`config.mk`:
```
export PLATFORM = sky130hd
export DESIGN_NAME = zynet_axil_slave
export DESIGN_NICKNAME = d
export VERILOG_FILES = /design/src/rtl/zynet_axil_pkg.sv /design/src/rtl/zynet_axil_slave.sv
export SDC_FILE = /design/constraint.sdc
export NUM_CORES = 1
export LEC_CHECK = 0
export CORE_ASPECT_RATIO = 1.2
export CORE_MARGIN = 1.5
export CORE_UTILIZATION = 53
export DETAILED_ROUTE_END_ITERATION = 8
export PLACE_DENSITY = 0.86
export SLEW_MARGIN = 20
export SYNTH_ARGS = -nofsm -noshare
export SYNTH_HDL_FRONTEND = slang
export SYNTH_SLANG_ARGS = --single-unit
```
`constraint.sdc`:
```
create_clock -name s_axi_aclk -period 15.95 [get_ports s_axi_aclk]
set_input_delay 1.595 -clock s_axi_aclk [delete_from_list [all_inputs] [get_ports s_axi_aclk]]
set_output_delay 1.595 -clock s_axi_aclk [all_outputs]
set_load 0.03 [all_outputs]
```
`src/rtl/zynet_axil_pkg.sv`:
```
// Shared constants and helpers for the zyNet AXI4-Lite control slave:
// register offsets, response code, status bit position and byte-lane helpers.
package zynet_axil_pkg;

    localparam int AXIL_ADDR_W = 5;
    localparam int AXIL_DATA_W = 32;

    typedef logic [AXIL_ADDR_W-1:0] axil_addr_t;

    localparam axil_addr_t ADDR_WEIGHT = 5'h00;
    localparam axil_addr_t ADDR_BIAS   = 5'h04;
    localparam axil_addr_t ADDR_RESULT = 5'h08;
    localparam axil_addr_t ADDR_LAYER  = 5'h0C;
    localparam axil_addr_t ADDR_NEURON = 5'h10;
    localparam axil_addr_t ADDR_NOUT   = 5'h14;
    localparam axil_addr_t ADDR_STATUS = 5'h18;
    localparam axil_addr_t ADDR_SRST   = 5'h1C;

    localparam logic [1:0] RESP_OKAY = 2'b00;

    localparam int STATUS_DONE_BIT = 0;

    // Byte lanes that together cover the low dw bits of a 32-bit word.
    function automatic logic [3:0] value_lanes(input int dw);
        logic [3:0] m;
        for (int i = 0; i < 4; i++) begin
            m[i] = (i * 8) < dw;
        end
        return m;
    endfunction

    function automatic logic [AXIL_DATA_W-1:0] merge_lanes(
        input logic [AXIL_DATA_W-1:0] old_word,
        input logic [AXIL_DATA_W-1:0] new_word,
        input logic [3:0]             strb
    );
        logic [AXIL_DATA_W-1:0] w;
        for (int i = 0; i < 4; i++) begin
            w[i*8 +: 8] = strb[i] ? new_word[i*8 +: 8] : old_word[i*8 +: 8];
        end
        return w;
    endfunction

endpackage

```
`src/rtl/zynet_axil_slave.sv`:
```
// AXI4-Lite register slave for the zyNet core: config strobes, result latch, interrupt.
// Optional macro ZYNET_AXIL_WSTRB_EN enables byte-lane gating of register writes.
module zynet_axil_slave
    import zynet_axil_pkg::*;
#(
    parameter int C_S_AXI_DATA_WIDTH = 32,
    parameter int C_S_AXI_ADDR_WIDTH = 5,
    parameter int DATA_WIDTH         = 16,
    parameter int NUM_OUT            = 10
) (
    input  logic                            s_axi_aclk,
    input  logic                            s_axi_areset,
    input  logic [C_S_AXI_ADDR_WIDTH-1:0]   s_axi_awaddr,
    input  logic                            s_axi_awvalid,
    output logic                            s_axi_awready,
    input  logic [C_S_AXI_DATA_WIDTH-1:0]   s_axi_wdata,
    input  logic [C_S_AXI_DATA_WIDTH/8-1:0] s_axi_wstrb,
    input  logic                            s_axi_wvalid,
    output logic                            s_axi_wready,
    output logic [1:0]                      s_axi_bresp,
    output logic                            s_axi_bvalid,
    input  logic                            s_axi_bready,
    input  logic [C_S_AXI_ADDR_WIDTH-1:0]   s_axi_araddr,
    input  logic                            s_axi_arvalid,
    output logic                            s_axi_arready,
    output logic [C_S_AXI_DATA_WIDTH-1:0]   s_axi_rdata,
    output logic [1:0]                      s_axi_rresp,
    output logic                            s_axi_rvalid,
    input  logic                            s_axi_rready,
    output logic                            weight_valid,
    output logic                            bias_valid,
    output logic [DATA_WIDTH-1:0]           config_value,
    output logic [31:0]                     config_layer,
    output logic [31:0]                     config_neuron,
    output logic                            soft_reset,
    input  logic                            result_valid,
    input  logic [31:0]                     result_class,
    input  logic [NUM_OUT*DATA_WIDTH-1:0]   result_vec,
    output logic                            intr
);

    localparam int               IDX_W       = (NUM_OUT > 1) ? $clog2(NUM_OUT) : 1;
    localparam logic [IDX_W-1:0] IDX_LAST    = IDX_W'(NUM_OUT - 1);
    localparam logic [3:0]       VALUE_LANES = value_lanes(DATA_WIDTH);

    logic                          awready_q, awready_d;
    logic                          bvalid_q, bvalid_d;
    logic                          arready_q, arready_d;
    logic [C_S_AXI_ADDR_WIDTH-1:0] araddr_q, araddr_d;
    logic                          rvalid_q, rvalid_d;
    logic [31:0]                   rdata_q, rdata_d;
    logic                          weight_valid_q, weight_valid_d;
    logic                          bias_valid_q, bias_valid_d;
    logic [DATA_WIDTH-1:0]         config_value_q, config_value_d;
    logic [31:0]                   config_layer_q, config_layer_d;
    logic [31:0]                   config_neuron_q, config_neuron_d;
    logic                          soft_reset_q, soft_reset_d;
    logic                          done_q, done_d;
    logic                          intr_q, intr_d;
    logic [IDX_W-1:0]              idx_q, idx_d;
    logic [31:0]                   result_class_q, result_class_d;
    logic [DATA_WIDTH-1:0]         result_vec_q [NUM_OUT];
    logic [DATA_WIDTH-1:0]         result_vec_d [NUM_OUT];

    logic        wr_accept, rd_accept, rd_fire, capture, value_ok;
    logic [3:0]  wr_strb;
    logic [31:0] rd_word;

`ifdef ZYNET_AXIL_WSTRB_EN
    assign wr_strb = s_axi_wstrb;
`else
    logic unused_wstrb;
    assign wr_strb      = 4'hF;
    assign unused_wstrb = ^s_axi_wstrb;
`endif

    assign wr_accept = s_axi_awvalid && s_axi_wvalid && !awready_q && !bvalid_q;
    assign rd_accept = s_axi_arvalid && !arready_q && !rvalid_q;
    assign rd_fire   = arready_q;
    assign capture   = result_valid && !soft_reset_q;
    assign value_ok  = (wr_strb & VALUE_LANES) == VALUE_LANES;

    // Read data is taken from the register state on the edge that raises rvalid.
    always_comb begin
        rd_word = '0;
        case (araddr_q)
            ADDR_RESULT: rd_word = result_class_q;
            ADDR_LAYER:  rd_word = config_layer_q;
            ADDR_NEURON: rd_word = config_neuron_q;
            ADDR_NOUT:   rd_word = {{(32-DATA_WIDTH){1'b0}}, result_vec_q[idx_q]};
            ADDR_STATUS: rd_word[STATUS_DONE_BIT] = done_q;
            ADDR_SRST:   rd_word[0] = soft_reset_q;
            default:     rd_word = '0;
        endcase
    end

    // NOTE: every signal assigned here gets a default first so no path can leave it unassigned and infer a latch.
    always_comb begin
        awready_d       = wr_accept;
        bvalid_d        = bvalid_q;
        weight_valid_d  = 1'b0;
        bias_valid_d    = 1'b0;
        config_value_d  = config_value_q;
        config_layer_d  = config_layer_q;
        config_neuron_d = config_neuron_q;
        soft_reset_d    = soft_reset_q;

        if (awready_q) begin
            bvalid_d = 1'b1;
        end else if (bvalid_q && s_axi_bready) begin
            bvalid_d = 1'b0;
        end

        if (wr_accept) begin
            case (s_axi_awaddr)
                ADDR_WEIGHT: if (value_ok) begin
                    weight_valid_d = 1'b1;
                    config_value_d = s_axi_wdata[DATA_WIDTH-1:0];
                end
                ADDR_BIAS: if (value_ok) begin
                    bias_valid_d   = 1'b1;
                    config_value_d = s_axi_wdata[DATA_WIDTH-1:0];
                end
                ADDR_LAYER:  config_layer_d  = merge_lanes(config_layer_q, s_axi_wdata, wr_strb);
                ADDR_NEURON: config_neuron_d = merge_lanes(config_neuron_q, s_axi_wdata, wr_strb);
                ADDR_SRST:   if (wr_strb[0]) soft_reset_d = s_axi_wdata[0];
                default: ;
            endcase
        end
    end

    always_comb begin
        arready_d      = rd_accept;
        araddr_d       = rd_accept ? s_axi_araddr : araddr_q;
        rvalid_d       = rvalid_q;
        rdata_d        = rdata_q;
        done_d         = done_q;
        idx_d          = idx_q;
        result_class_d = result_class_q;
        result_vec_d   = result_vec_q;
        intr_d         = done_q;

        if (rd_fire) begin
            rvalid_d = 1'b1;
            rdata_d  = rd_word;
            if (araddr_q == ADDR_RESULT) done_d = 1'b0;
            if (araddr_q == ADDR_NOUT)   idx_d  = (idx_q == IDX_LAST) ? '0 : idx_q + 1'b1;
        end else if (rvalid_q && s_axi_rready) begin
            rvalid_d = 1'b0;
        end

        // A new result outranks a same-cycle clear from the host reading 0x08.
        if (capture) begin
            done_d         = 1'b1;
            idx_d          = '0;
            result_class_d = result_class;
            for (int k = 0; k < NUM_OUT; k++) begin
                result_vec_d[k] = result_vec[k*DATA_WIDTH +: DATA_WIDTH];
            end
        end

        if (soft_reset_q) done_d = 1'b0;
    end

    // NOTE: state flops use non-blocking assignments so every flop samples pre-edge values.
    always_ff @(posedge s_axi_aclk or posedge s_axi_areset) begin
        if (s_axi_areset) begin
            awready_q       <= 1'b0;
            bvalid_q        <= 1'b0;
            arready_q       <= 1'b0;
            araddr_q        <= '0;
            rvalid_q        <= 1'b0;
            rdata_q         <= '0;
            weight_valid_q  <= 1'b0;
            bias_valid_q    <= 1'b0;
            config_value_q  <= '0;
            config_layer_q  <= '0;
            config_neuron_q <= '0;
            soft_reset_q    <= 1'b1;
            done_q          <= 1'b0;
            intr_q          <= 1'b0;
            idx_q           <= '0;
            result_class_q  <= '0;
            // NOTE: the result store is small and host-readable, so it is reset to keep reads deterministic.
            for (int k = 0; k < NUM_OUT; k++) begin
                result_vec_q[k] <= '0;
            end
        end else begin
            awready_q       <= awready_d;
            bvalid_q        <= bvalid_d;
            arready_q       <= arready_d;
            araddr_q        <= araddr_d;
            rvalid_q        <= rvalid_d;
            rdata_q         <= rdata_d;
            weight_valid_q  <= weight_valid_d;
            bias_valid_q    <= bias_valid_d;
            config_value_q  <= config_value_d;
            config_layer_q  <= config_layer_d;
            config_neuron_q <= config_neuron_d;
            soft_reset_q    <= soft_reset_d;
            done_q          <= done_d;
            intr_q          <= intr_d;
            idx_q           <= idx_d;
            result_class_q  <= result_class_d;
            result_vec_q    <= result_vec_d;
        end
    end

    assign s_axi_awready = awready_q;
    assign s_axi_wready  = awready_q;
    assign s_axi_bvalid  = bvalid_q;
    assign s_axi_bresp   = RESP_OKAY;
    assign s_axi_arready = arready_q;
    assign s_axi_rvalid  = rvalid_q;
    assign s_axi_rdata   = rdata_q;
    assign s_axi_rresp   = RESP_OKAY;
    assign weight_valid  = weight_valid_q;
    assign bias_valid    = bias_valid_q;
    assign config_value  = config_value_q;
    assign config_layer  = config_layer_q;
    assign config_neuron = config_neuron_q;
    assign soft_reset    = soft_reset_q;
    assign intr          = intr_q;

endmodule

```
=== Word level (Yosys, flattened, before mapping) ===
Index checks and enable logic that the tools add are counted.

* Bits in read-only memories: 0
* Input bits: 246
* Memories: 0
* Output and inout bits: 125
* Latch bits: 0
* Logic and storage cells: 88
* RAM bits: 0
* Register bits: 322

* $mul: 0
* Multiplexer cells: 21
* Bitwise gates (word level): 1
* Add/subtract/negate cells: 1
* Equal/unequal tests: 11
* $lt $le $gt $ge: 1
* Reduce and logical (&&, ||, !) cells: 27
* Shift operators: 0
* Div/mod/pow operators: 0

{| class="wikitable"
|+ Operator list
! operator !! count
|-
| $pmux W31 S4 || 1
|-
| $bmux W16 S4 || 1
|-
| $mux W16 || 2
|-
| $eq A5 B5 Y1 const B || 6
|-
| $mux W4 || 4
|-
| $eq A5 B4 Y1 const B || 3
|-
| $mux W1 || 12
|-
| $reduce_and A2 Y1 || 6
|-
| $logic_and A1 B1 Y1 || 8
|-
| $reduce_bool A2 Y1 || 4
|-
| $pmux W1 S6 || 1
|-
| $reduce_bool A3 Y1 || 2
|-
| $eq A5 B3 Y1 const B || 1
|-
| $ge A5 B5 Y1 const B || 1
|-
| $logic_not A1 Y1 || 5
|-
| $logic_not A5 Y1 || 1
|-
| $not A4 Y5 || 1
|-
| $add A4 B1 Y4 const B || 1
|-
| $eq A4 B4 Y1 const B || 1
|-
| $reduce_or A2 Y1 || 1
|}

=== Depth between registers and ports, before layout ===
* Word-level depth: 5
* Gate-level depth with buffers: 8

=== Worst setup path before layout ===
No wires, ideal clock.

* Kind: input-to-reg
* From: input port s_axi_awvalid
* To: register config_value_q[0], in the netlist config_value[0]
* Setup slack: 13.010 ns
* Arrival time: 2.815 ns
* Stages on the path: 5
* Data required time: 15.825 ns
* Setup time: 0.125 ns
* Path through: and4bb_2 > nand2b_2 > nor4_4 > buf_6 > mux2_2

* Longest elaborated chain between the ends: 4

{| class="wikitable"
|+ RTL lines
! what !! RTL line !! text
|-
| from (decl) || zynet_axil_slave.sv:14 || <nowiki>input logic s_axi_awvalid,</nowiki>
|-
| $logic_and A1 B1 Y1 (3 in series) || zynet_axil_slave.sv:77 || <nowiki>assign wr_accept = s_axi_awvalid && s_axi_wvalid && !awready_q && !bvalid_q;</nowiki>
|-
| $reduce_and A2 Y1 (no source line) || n/a ||
|-
| to (signal assigned) || zynet_axil_slave.sv:197 || <nowiki>config_value_q <= config_value_d;</nowiki>
|-
| to (decl) || zynet_axil_slave.sv:54 || <nowiki>logic [DATA_WIDTH-1:0] config_value_q, config_value_d;</nowiki>
|}

No other way between the ends.
A chain may end at the register's enable or synchronous reset.

=== Final worst setup path ===
* From: input port s_axi_awaddr[1]
* To: register config_neuron_q[17], in the netlist config_neuron[17]

* Longest elaborated chain between the ends: 2

{| class="wikitable"
|+ RTL lines
! what !! RTL line !! text
|-
| from (decl) || zynet_axil_slave.sv:13 || <nowiki>input logic [C_S_AXI_ADDR_WIDTH-1:0] s_axi_awaddr,</nowiki>
|-
| $eq A5 B5 Y1 || zynet_axil_slave.sv:115 || <nowiki>case (s_axi_awaddr)</nowiki>
|-
| $reduce_and A2 Y1 (no source line) || n/a ||
|-
| to (signal assigned) || zynet_axil_slave.sv:199 || <nowiki>config_neuron_q <= config_neuron_d;</nowiki>
|-
| to (decl) || zynet_axil_slave.sv:56 || <nowiki>logic [31:0] config_neuron_q, config_neuron_d;</nowiki>
|}

No other way between the ends.

==> results list <==
- The tool flagged a number of max-cap violations equal to 0.
- For this block, the initial DRC count from the detailed router was roughly 730.
- Pre-Repair DR Iteration Count: 5
- Count of state elements after synthesis: approximately 320
- Die span in x: 153 um
- Post-detailed-route via-to-cell ratio: between 5 and 6
- Max Slew Vio Count: 0
- Status: completed
- Die Area: approximately 28000 um^2
* Total number of clock tree sinks: 322
- Kind of critical path: in2reg
- Transition time of the tightest slew-check pin: roughly 1.1 ns
* Reg-to-reg slack, setup: approximately 14 ns
- The initial utilization of the core area, before any placement, comes to between 50% and 60%.
* Clk buf depth: 3
- After clock tree synthesis, the clock-pin slew on the worst setup and hold paths is about 0.060 ns.
- The endpoint identified for the worst register-to-register timing path is s_axi_rdata[4].
- In this run the vertical extent of the chip is around 180 um.
* Area contributors post-synth: sky130_fd_sc_hd__dfrtp_1, sky130_fd_sc_hd__nand2_1, sky130_fd_sc_hd__mux2_2, sky130_fd_sc_hd__mux4_2, sky130_fd_sc_hd__a22o_1
* Estimated wirelength of the detail-placed design: 29800 um
* Number of flops mapped to enable cells by yosys: 0
- Main combinational cell family by area after synthesis: simple AND/OR/NAND/NOR gates
* Primary FF master, synth: sky130_fd_sc_hd__dfrtp_1
* Fraction of the mapped netlist area in simple logic gates: approximately a fifth
- Utilization after layout: 73.0%
- In this run the cell area of the synthesized design comes to 14300 um^2.
* GRT Overall Usage: between 30% and 40%
* Fmax: approximately 270 MHz
- The final layout contains routed wiring with a total length of ~44000 um.
* Setup Fix Bufs, Post-CTS: 0
- Fraction of the mapped netlist area in compound gates: ~6.4%
- In this run the remaining antenna-violating nets after routing total 0.
- Placed cell count: 2001
- The number of antenna violations at the first check in global routing is 4.
- STA classifies the critical path endpoint as a register.
* CTS tree: done
- Remaining design rule violation count: 0
- CP Data Required Time: 16.32 ns
* Total Negative Setup Slacks: 0 ns
* Commonest cells in the netlist: sky130_fd_sc_hd__nand2_1, sky130_fd_sc_hd__dfrtp_1, sky130_fd_sc_hd__mux2_2
- Post_cts resized: 0
- Leftover overflow at the end of global routing: 0
* Non-filler instance count after layout: around 2100
- Relative slew slack: roughly a quarter
* Synth cell types: 49
- Number of global-route vias before repair: approximately 12000
- The most common cell in the synthesized netlist is sky130_fd_sc_hd__nand2_1.
- The first global-routing pass estimated ~67000 um of wire.
* Worst hold path stage count: 0
- Compared with the post-synthesis result, the final layout area differs by 34.9%.
- The cell sitting at the root of the clock tree is a sky130_fd_sc_hd__clkbuf_16.
* Post-synthesis cell type with the largest combined area: sky130_fd_sc_hd__dfrtp_1
- The final critical path takes up approximately a quarter of the cycle.
* Num CTS Buffers: 34
* Fraction of the yosys area taken by sequential cells: 56.5%
- Measured in cells, the most critical reg-to-reg path has a length of 4.
* DR vias: 11761
* Worst min-delay path startpoint: done_q
- Clock latency on the worst-skew pair: approximately 0.51 ns
- The synthesized netlist devotes 0% of its cell area to XOR and XNOR gates.
- Proportion of synthesized flip-flops having asynchronous set or reset: 100%
* Hold buffers post-CTS: 0
- Summed over all cells, the static leakage comes to ~9 nW.
- Weighted congestion reported at the end of routability-driven placement: approximately 0.84
- Largest vdd supply drop: between 90 and 100 uV
* Post-route clock skew: about 0.019 ns
- The core region is about 26000 um^2.
- The share of synthesized area in the top cell type comes to 56.3%.
- Port buffering added between 300 and 400 buffers.
- Synth Warn #: 0
* Post-route minimum period: approximately 3.8 ns
- The startpoint identified for the worst register-to-register timing path is idx_q[0].
- Power per cell area: around 120 nW/um^2
* Hold EP: intr
- For this run, the post-layout net count is 1952.
* Portion of netlist area occupied by mux cells: around an eighth
* RSZ-0062 raised after global routing: no
* Gate count after technology mapping: roughly 1400
- Data arrival time of the worst path: roughly 4.1 ns
- Fraction of layout cells with a size suffix above 1: between 10% and 20%
- I/O pin cnt: approximately 370
- Along the worst path, the maximum fanout reaches 32.
* Largest net degree at the start of global routing: approximately 110
- Number of H-tree levels: 2
- Summing the areas of all fa, ha and maj instances in the mapped netlist gives less than 1% of the synthesized area.
- The final hold violation count was 0.
* Kind of start point of the critical path: input port
* Final setup violation count: 0
- Synthesized area per cell: between 10 and 15 um^2
- Worst min path class: reg2reg
- Dividing the detail-routed wire length by the instance count gives approximately 21 um.
- The floorplan has 65 rows.
-- registers in the layout (all words and copies together) (netlist names), 4 cells and up --
name            cells
idx_q               4
s_axi_rdata        32
config_value       16
result_vec_q      160
araddr_q            5
result_class_q     32
config_neuron      32
config_layer       32
-- logic make-up after synthesis --
| logic type | count (synthesis) |
|---|---|
| simple gates | 675 |
| flops | 322 |
| mux | 140 |
| buf+inv | 124 |
| compound gates | 122 |
| fa+ha+maj | 2 |
| other cells | 1 |
-- worst max path at each step --
| stage | start | to |
|---|---|---|
| after floorplan | s_axi_areset | araddr_q[0] |
| after global placement | s_axi_awaddr[1] | config_neuron[27] |
| after detailed placement | s_axi_awaddr[1] | config_neuron[17] |
| after CTS | s_axi_awaddr[1] | config_neuron[17] |
| after global routing | s_axi_awaddr[1] | config_neuron[17] |
| final | s_axi_awaddr[1] | config_neuron[17] |
-- through the flow --
stage / total power [W] / setup WS (ns) / instance area (um^2) / hold slack [ns]
floorplan: 0.00129 / 5.44 / 14300 / 0.369
global placement: 0.00152 / 11.91 / 18000 / 0.385
detailed placement: 0.00154 / 11.81 / 18000 / 0.388
CTS: 0.00236 / 12.19 / 19200 / 0.401
global route: 0.00245 / 12.07 / 19200 / 0.430
finish: 0.00236 / 12.18 / 19200 / 0.400
-- layout by cell type, fill, tap and decap left out, types with 3 or more instances in the layout --
master	synthesis	layout
sky130_fd_sc_hd__nand2_1	580	580
sky130_fd_sc_hd__clkdlybuf4s50_1	0	362
sky130_fd_sc_hd__dfrtp_1	321	319
sky130_fd_sc_hd__mux2_2	99	99
sky130_fd_sc_hd__clkbuf_16	0	37
sky130_fd_sc_hd__mux4_2	30	30
sky130_fd_sc_hd__a22o_1	29	29
sky130_fd_sc_hd__nor2_1	25	24
sky130_fd_sc_hd__inv_1	24	23
sky130_fd_sc_hd__nand3_1	20	19
sky130_fd_sc_hd__a21oi_1	18	18
sky130_fd_sc_hd__a22oi_1	17	17
sky130_fd_sc_hd__o22ai_1	17	17
sky130_fd_sc_hd__o211ai_1	16	16
sky130_fd_sc_hd__buf_4	16	15
sky130_fd_sc_hd__a221oi_1	13	13
sky130_fd_sc_hd__and4b_1	13	13
sky130_fd_sc_hd__clkbuf_8	0	12
sky130_fd_sc_hd__mux2i_1	9	9
sky130_fd_sc_hd__nand3b_1	6	6
sky130_fd_sc_hd__and3_1	4	4
sky130_fd_sc_hd__and2_1	4	4
sky130_fd_sc_hd__conb_1	1	4
sky130_fd_sc_hd__clkinv_2	0	4
sky130_fd_sc_hd__diode_2	0	3
sky130_fd_sc_hd__nor3b_2	1	3
sky130_fd_sc_hd__nand4_1	3	3
sky130_fd_sc_hd__clkbuf_1	60	3
-- cell type report --
cell class	instances	area, um^2
antenna	3	7.51
clock inverter	6	80.1
multi-input combinational	943	5690
fill	1791	7110
sequential	322	8060
inverter	24	97.6
clock buffer	52	1100
tap	335	419
timing repair buffer	379	3770
-- routing by layer --
| layer | share of wire, % | GRT usage [%] | vias to the layer above |
|---|---|---|---|
| li1 | - | - | 5262 |
| met5 | 0 | 0 | - |
| met1 | 37 | 38.0 | 5815 |
| met3 | 7.2 | 5.98 | 116 |
| met4 | 4.6 | 13.9 | 0 |
| met2 | 51 | 53.6 | 568 |
-- report_power, final --
group          total [W]  switching (W)  internal, W
combinational   0.000545       0.000311     0.000234
sequential      0.000985      0.0000738     0.000912
clock           0.000825       0.000319     0.000507
-- critical path, cell delays in order --
cell,delay (ns)
sky130_fd_sc_hd__clkdlybuf4s50_1,0.49
sky130_fd_sc_hd__nor4_1,0.53
sky130_fd_sc_hd__nand3_2,0.89
sky130_fd_sc_hd__mux2_2,0.61
Note: power is estimated with default switching activity, not from simulation.
